==> src/rtl/fetch_pkg.sv <==
// fetch_pkg: state encoding, default widths and a clog2 helper shared by the fetch unit.
// Defining FETCH_MISALIGN_CHECK_EN adds the FAULT state.
package fetch_pkg;
    localparam int DEF_ADDR_WIDTH = 32;
    localparam int DEF_INST_WIDTH = 32;
    localparam int DEF_PC_STEP = 4;
`ifdef FETCH_MISALIGN_CHECK_EN
    typedef enum logic [1:0] {IDLE = 2'd0, RUN = 2'd1, FAULT = 2'd2} state_t;
`else
    typedef enum logic [1:0] {IDLE = 2'd0, RUN = 2'd1} state_t;
`endif
    function automatic int clog2(input int value);
        int r;
        r = 0;
        while ((1 << r) < value) r++;
        return r;
    endfunction
endpackage

==> src/rtl/fetch_queue.sv <==
// fetch_queue: synchronous FIFO with flush and occupancy count; head reads as 0 when empty.
module fetch_queue
    import fetch_pkg::*;
#(
    parameter int WIDTH = 64,
    parameter int DEPTH = 4,
    localparam int AW = clog2(DEPTH),
    localparam int CW = AW + 1
) (
    input  logic             clock,
    input  logic             reset,
    input  logic             flush,
    input  logic             push,
    input  logic [WIDTH-1:0] din,
    input  logic             pop,
    output logic [WIDTH-1:0] dout,
    output logic [CW-1:0]    count
);
    logic [WIDTH-1:0] mem [DEPTH];
    logic [AW-1:0] wr_ptr, rd_ptr;
    always_ff @(posedge clock) begin
        if (!reset || flush) begin
            wr_ptr <= '0;
            rd_ptr <= '0;
            count <= '0;
        end else begin
            if (push) wr_ptr <= wr_ptr + 1'b1;
            if (pop) rd_ptr <= rd_ptr + 1'b1;
            count <= count + CW'(push) - CW'(pop);
        end
    end
    always_ff @(posedge clock) begin
        if (reset && !flush && push) mem[wr_ptr] <= din;
    end
    assign dout = (count != '0) ? mem[rd_ptr] : '0;
    // Callers bound occupancy by credit, so a push into a full queue without a pop is a design bug.
    assert property (@(posedge clock) disable iff (!reset) !(push && !pop && !flush && count == CW'(DEPTH)));
endmodule

==> src/rtl/fetch_unit.sv <==
// fetch_unit: decoupled instruction fetch with credit-limited requests, in-order queue and redirect flush.
// Defining FETCH_MISALIGN_CHECK_EN traps misaligned redirect targets into a sticky FAULT state.
module fetch_unit
    import fetch_pkg::*;
#(
    parameter int ADDR_WIDTH = DEF_ADDR_WIDTH,
    parameter int INST_WIDTH = DEF_INST_WIDTH,
    parameter int QUEUE_DEPTH = 4,
    parameter logic [ADDR_WIDTH-1:0] RESET_VECTOR = '0,
    parameter int PC_STEP = DEF_PC_STEP
) (
    input  logic                  clock,
    input  logic                  reset,
    output logic                  imem_req_valid,
    input  logic                  imem_req_ready,
    output logic [ADDR_WIDTH-1:0] imem_addr,
    input  logic                  imem_resp_valid,
    input  logic [INST_WIDTH-1:0] imem_resp_data,
    input  logic                  redirect_valid,
    input  logic [ADDR_WIDTH-1:0] redirect_target,
    output logic                  inst_valid,
    input  logic                  inst_ready,
    output logic [INST_WIDTH-1:0] inst_data,
    output logic [ADDR_WIDTH-1:0] inst_pc,
    output logic                  fetch_fault
);
    localparam int CW = clog2(QUEUE_DEPTH) + 1;
    state_t state, state_n;
    logic [ADDR_WIDTH-1:0] pc, pcq_dout;
    logic [CW-1:0] drop_count, q_count, outstanding;
    logic [INST_WIDTH+ADDR_WIDTH-1:0] q_dout;
    logic running, redirect, credit_ok, fire, resp_drop, resp_take, pop, flush;
    assign running = state == RUN;
    assign redirect = running && redirect_valid;
    assign credit_ok = (CW+1)'(q_count) + (CW+1)'(outstanding) < (CW+1)'(QUEUE_DEPTH);
    assign fire = imem_req_valid && imem_req_ready;
    assign resp_drop = imem_resp_valid && drop_count != '0;
    assign resp_take = imem_resp_valid && drop_count == '0 && running && !redirect;
    assign pop = inst_valid && inst_ready && !redirect;
`ifdef FETCH_MISALIGN_CHECK_EN
    localparam logic [ADDR_WIDTH-1:0] ALIGN_MASK = ADDR_WIDTH'((1 << clog2(PC_STEP)) - 1);
    logic misaligned;
    assign misaligned = (redirect_target & ALIGN_MASK) != '0;
`endif
    always_ff @(posedge clock) begin
        state <= !reset ? IDLE : state_n;
    end
    always_comb begin
        state_n = (state == IDLE) ? RUN : state;
`ifdef FETCH_MISALIGN_CHECK_EN
        if (redirect && misaligned) state_n = FAULT;
`endif
    end
    always_comb begin
        imem_req_valid = running && credit_ok && !redirect;
`ifdef FETCH_MISALIGN_CHECK_EN
        flush = redirect || state == FAULT;
        fetch_fault = state == FAULT;
`else
        flush = redirect;
        fetch_fault = 1'b0;
`endif
    end
    // Everything still in flight at a redirect becomes a response to discard, less any arriving now.
    always_ff @(posedge clock) begin
        if (!reset) begin
            pc <= RESET_VECTOR;
            drop_count <= '0;
        end else begin
            if (redirect) pc <= redirect_target;
            else if (fire) pc <= pc + ADDR_WIDTH'(PC_STEP);
            if (redirect) drop_count <= drop_count + outstanding - CW'(imem_resp_valid);
            else if (resp_drop) drop_count <= drop_count - 1'b1;
        end
    end
    // The PC FIFO holds one entry per live request, so its count doubles as the outstanding counter.
    fetch_queue #(.WIDTH(ADDR_WIDTH), .DEPTH(QUEUE_DEPTH)) u_pc_fifo (
        .clock(clock), .reset(reset), .flush(flush), .push(fire), .din(pc),
        .pop(resp_take), .dout(pcq_dout), .count(outstanding)
    );
    fetch_queue #(.WIDTH(INST_WIDTH + ADDR_WIDTH), .DEPTH(QUEUE_DEPTH)) u_inst_queue (
        .clock(clock), .reset(reset), .flush(flush), .push(resp_take), .din({imem_resp_data, pcq_dout}),
        .pop(pop), .dout(q_dout), .count(q_count)
    );
    assign inst_valid = q_count != '0;
    assign imem_addr = pc;
    assign inst_data = q_dout[ADDR_WIDTH +: INST_WIDTH];
    assign inst_pc = q_dout[ADDR_WIDTH-1:0];
endmodule

==> config.mk <==
export PLATFORM = sky130hd
export DESIGN_NAME = fetch_unit
export DESIGN_NICKNAME = d
export VERILOG_FILES = /design/src/rtl/fetch_pkg.sv /design/src/rtl/fetch_queue.sv /design/src/rtl/fetch_unit.sv
export SDC_FILE = /design/constraint.sdc
export NUM_CORES = 1
export LEC_CHECK = 0
export BUFFER_PORTS_ARGS = -buffer_cell sky130_fd_sc_hd__clkbuf_2
export CAP_MARGIN = 30
export CORE_ASPECT_RATIO = 1.5
export CORE_MARGIN = 4
export CORE_UTILIZATION = 50
export DETAILED_ROUTE_END_ITERATION = 8
export PLACE_DENSITY = 0.77
export REMOVE_ABC_BUFFERS = 1
export SKIP_CTS_REPAIR_TIMING = 1
export SLEW_MARGIN = 0
export SYNTH_ARGS = -nofsm -noshare
export SYNTH_HDL_FRONTEND = slang
export SYNTH_SLANG_ARGS = --single-unit
==> constraint.sdc <==
create_clock -name clock -period 4.2 [get_ports clock]
set_input_delay 0.84 -clock clock [delete_from_list [all_inputs] [get_ports clock]]
set_output_delay 0.84 -clock clock [all_outputs]
set_load 0.02 [all_outputs]
==> flow_summary_export.csv <==
group,metric,value,unit
global_route,grt_start_max_net_pins,70,
floorplan,die_w,160,um
routing,first_pass_iters,5,
timing,skew,0.0170,ns
timing,min_period,3.35,ns
timing,period_share,79.7,%
timing,finalSetupViolCount,0,
setup_path,worstRegToRegCells,6,
power,leakagePower,6.85,nW
clocking,cts_tree,"yes",
global_route,antenna_found_initial,0,
floorplan,rows,83,
routing,routed_wl,34.3,mm
timing,maxSlewHeadroom,43.3,%
cells_and_area,drive_gt1_share,30.6,%
timing,finalHoldViolations,0,
routing,drtIter0Drc,672,
setup_path,end_kind,"primary output",
worst_hold_path,hold_class,"register to register",
cells_and_area,regArea,12600,um^2
floorplan,dieArea,37900,um^2
clocking,cts_buffer_depth,3,
floorplan,io_pins,169,
floorplan,core-area,34300,um^2
logic_synthesis,ys_warn_count,0,
timing,drv_slew,0,
logic_synthesis,ys_ff_latch,438,
cells_and_area,area_delta_synth_final,15.7,%
routing,vias,8952,
worst_hold_path,whs_path_depth,2,
timing,rsz0062_at_grt,"no",
global_route,grt-ovfl-total,0,
clocking,clkTransAtPathRegs,0.06,ns
worst_hold_path,min_from,"u_inst_queue.rd_ptr[1]",
clocking,insertion_delay,0.53,ns
setup_path,r2r-end,"u_pc_fifo.mem[2][22]",
timing,fmax,299,MHz
setup_path,critPathKind,"register to primary output",
routing,postRouteAntennaNets,0,
logic_synthesis,synth-async-reset-ratio,0,%
cells_and_area,nets,1226,
setup_path,reg2reg_slack,0.99,ns
setup_path,required,3.36,ns
routing,drc,0,
timing,fin_ws,0.853,ns
cells_and_area,multiInputGateArea,4540,um^2
run,maxCapViolations,0,
timing,setup-tns-final,0,ns
setup_path,r2r_start,"u_pc_fifo.count[2]",
logic_synthesis,syn_area_per_cell,18.2,um^2
logic_synthesis,yosysUniqueCellTypes,44,
timing,tightest_slew,0.850,ns
global_route,grt_pass1_vias,9436,
setup_path,arrival,2.51,ns
logic_synthesis,ys.flop_type,"edfxtp_1",
place,gp_congestion,0.750,
place,dp_cells,1516,
clocking,ctsHtreeMaxLevel,2,
clocking,cts_root_buffer,"clkbuf_16",
outcome,status,"completed",
cells_and_area,instances_no_fill,1587,
logic_synthesis,synthCells,956,
power,power_density,510,nW/um^2
cells_and_area,nFillCells,2529,
setup_path,cp-start-kind,"register",
routing,wl_per_cell,21.6,um
global_route,grt_pass1_wl,53.5,mm
cells_and_area,diodes,0,
global_route,grt.total_usage,18.1,%
clocking,cts-buffers-inserted,40,
power,power.total,0.0103,W
clocking,clock-sinks,438,
place,dp_slack,0.778,ns
power,peakVddDrop,0.313,mV
setup_path,cp_max_fo,24,
routing,via_per_inst,5.64,
place,io_buffers,167,
logic_synthesis,yosysSeqAreaShare,72.5,%
floorplan,die_h,236,um
logic_synthesis,synth-edff-count,384,
place,hpwl,21.4,mm
floorplan,initial_utilization,50.8,%
logic_synthesis,synth_area,17400,um^2
-- cells in the mapped netlist (3+ instances only) --
library cell    n  share of area, %
edfxtp_1      384                66
mux4_2         96                12
and2_1         74               2.7
dfxtp_1        54               6.2
clkbuf_1       39              0.84
nor2b_1        32               1.2
o21ai_0        28              0.81
nor2_1         22              0.47
nand2_1        21              0.45
ha_1           20               1.4
and3_1         19              0.68
inv_1          17              0.37
a21oi_1        15              0.43
xor2_1         15              0.76
nand3_1        13              0.37
xnor2_1        13              0.65
nor3_1         11              0.32
buf_1          10              0.22
nand4_1        10              0.36
a31oi_1         7              0.25
nor4_1          7              0.25
or3_1           7              0.25
a211oi_1        5              0.22
and4_1          5              0.25
mux2i_1         5              0.29
fa_1            3              0.35
-- routing by layer --
metal | global-route usage, % | vias to the layer above | wire [um]
li1 | - | 4103 | -
met1 | 21.8 | 4561 | 13200
met2 | 33.4 | 238 | 18800
met3 | 2.36 | 50 | 1290
met4 | 6.24 | 0 | 980
met5 | 0 | - | 0
-- where the power goes --
| group | switching, W | leakage [nW] | internal [W] |
|---|---|---|---|
| Combinational | 0.000981 | 2.26 | 0.000656 |
| Sequential | 0.000128 | 3.95 | 0.00490 |
| Clock | 0.00149 | 0.638 | 0.00211 |
-- worst max path at each step --
| stage | slack, ns | endpoint | from | cells after the start |
|---|---|---|---|---|
| 6_report | 0.85 | inst_pc[28] | register | 4 |
| 5_1_grt | 0.67 | inst_pc[28] | register | 4 |
| 4_1_cts | 0.74 | inst_pc[28] | register | 4 |
| 3_5_place_dp | 0.78 | u_pc_fifo.mem[2][31] | redirect_valid | 6 |
| 3_3_place_gp | 0.85 | imem_addr[26] | redirect_valid | 6 |
| 2_1_floorplan | -0.24 | inst_data[0] | register | 2 |
-- final cells by class --
class / instances / area share, %
multi-input cells: 448 / 22.6
flip-flops and latches: 438 / 62.7
repair buffers: 187 / 5.33
clock buffers: 49 / 5.29
inverters: 18 / 0.336
clock inverters: 22 / 1.16
well taps: 425 / 2.64
-- registers in the layout, indices dropped and copies added, names as in the netlist, named ones only --
signal               count
u_inst_queue.mem       256
state                    1
u_pc_fifo.rd_ptr         2
u_inst_queue.wr_ptr      2
imem_addr               32
u_inst_queue.count       3
u_pc_fifo.wr_ptr         2
drop_count               3
u_inst_queue.rd_ptr      2
u_pc_fifo.mem          128
u_pc_fifo.count          3
-- critical path: stages (launching register included) --
cell and delay, ns:
dfxtp_4 0.67, buf_4 0.38, mux4_2 0.55, and2_1 0.19, clkbuf_2 0.16
-- kinds of logic after synthesis --
| logic type | synth area share (%) |
|---|---|
| multiplexers | 12.7 |
| AO/OA/AOI/OAI | 2.07 |
| flip-flops | 72.5 |
| AND/OR/NAND/NOR | 7.95 |
| other | 0.0216 |
| XOR/XNOR | 1.41 |
| buffers and inverters | 1.55 |
| adder cells (fa/ha/maj) | 1.78 |
-- stage by stage --
| step | utilization (%) | cell area, um^2 | hold slack (ns) |
|---|---|---|---|
| finish | 58.8 | 20100 | 0.527 |
| global route | 58.8 | 20100 | 0.506 |
| CTS | 58.8 | 20100 | 0.500 |
| detailed placement | 55.0 | 18800 | 0.511 |
| global placement | 54.9 | 18800 | 0.500 |
| floorplan | - | 17200 | 0.476 |
-- cell usage in the layout (no fill, tap or decap), types with 3 or more instances in the layout --
master     netlist  final
mux2i_1          5      5
and3_1          19     15
clkbuf_2         0    167
fa_1             3      3
ha_1            20     20
buf_12           0      7
clkinv_1         1      8
nor3_1          11     10
xor2_1          15     15
and3_4           0      4
buf_4            1     13
dfxtp_2          0      3
xnor2_1         13     13
edfxtp_1       384    384
nor2b_1         32     32
mux4_2          96     96
a211oi_1         5      5
o21ai_0         28     28
nor2_1          22     22
a31oi_1          7      7
a21oi_1         15     15
and4_1           5      5
nor4_1           7      7
nand2_1         21     20
and2_1          74     74
clkbuf_1        39      7
or3_1            7      6
inv_1           17     17
clkbuf_16        0     41
nand3_1         13     13
nand4_1         10     10
dfxtp_1         54     50
clkinv_2         0      8
bufinv_16        0      5
Power figures use the tool's default switching activity.
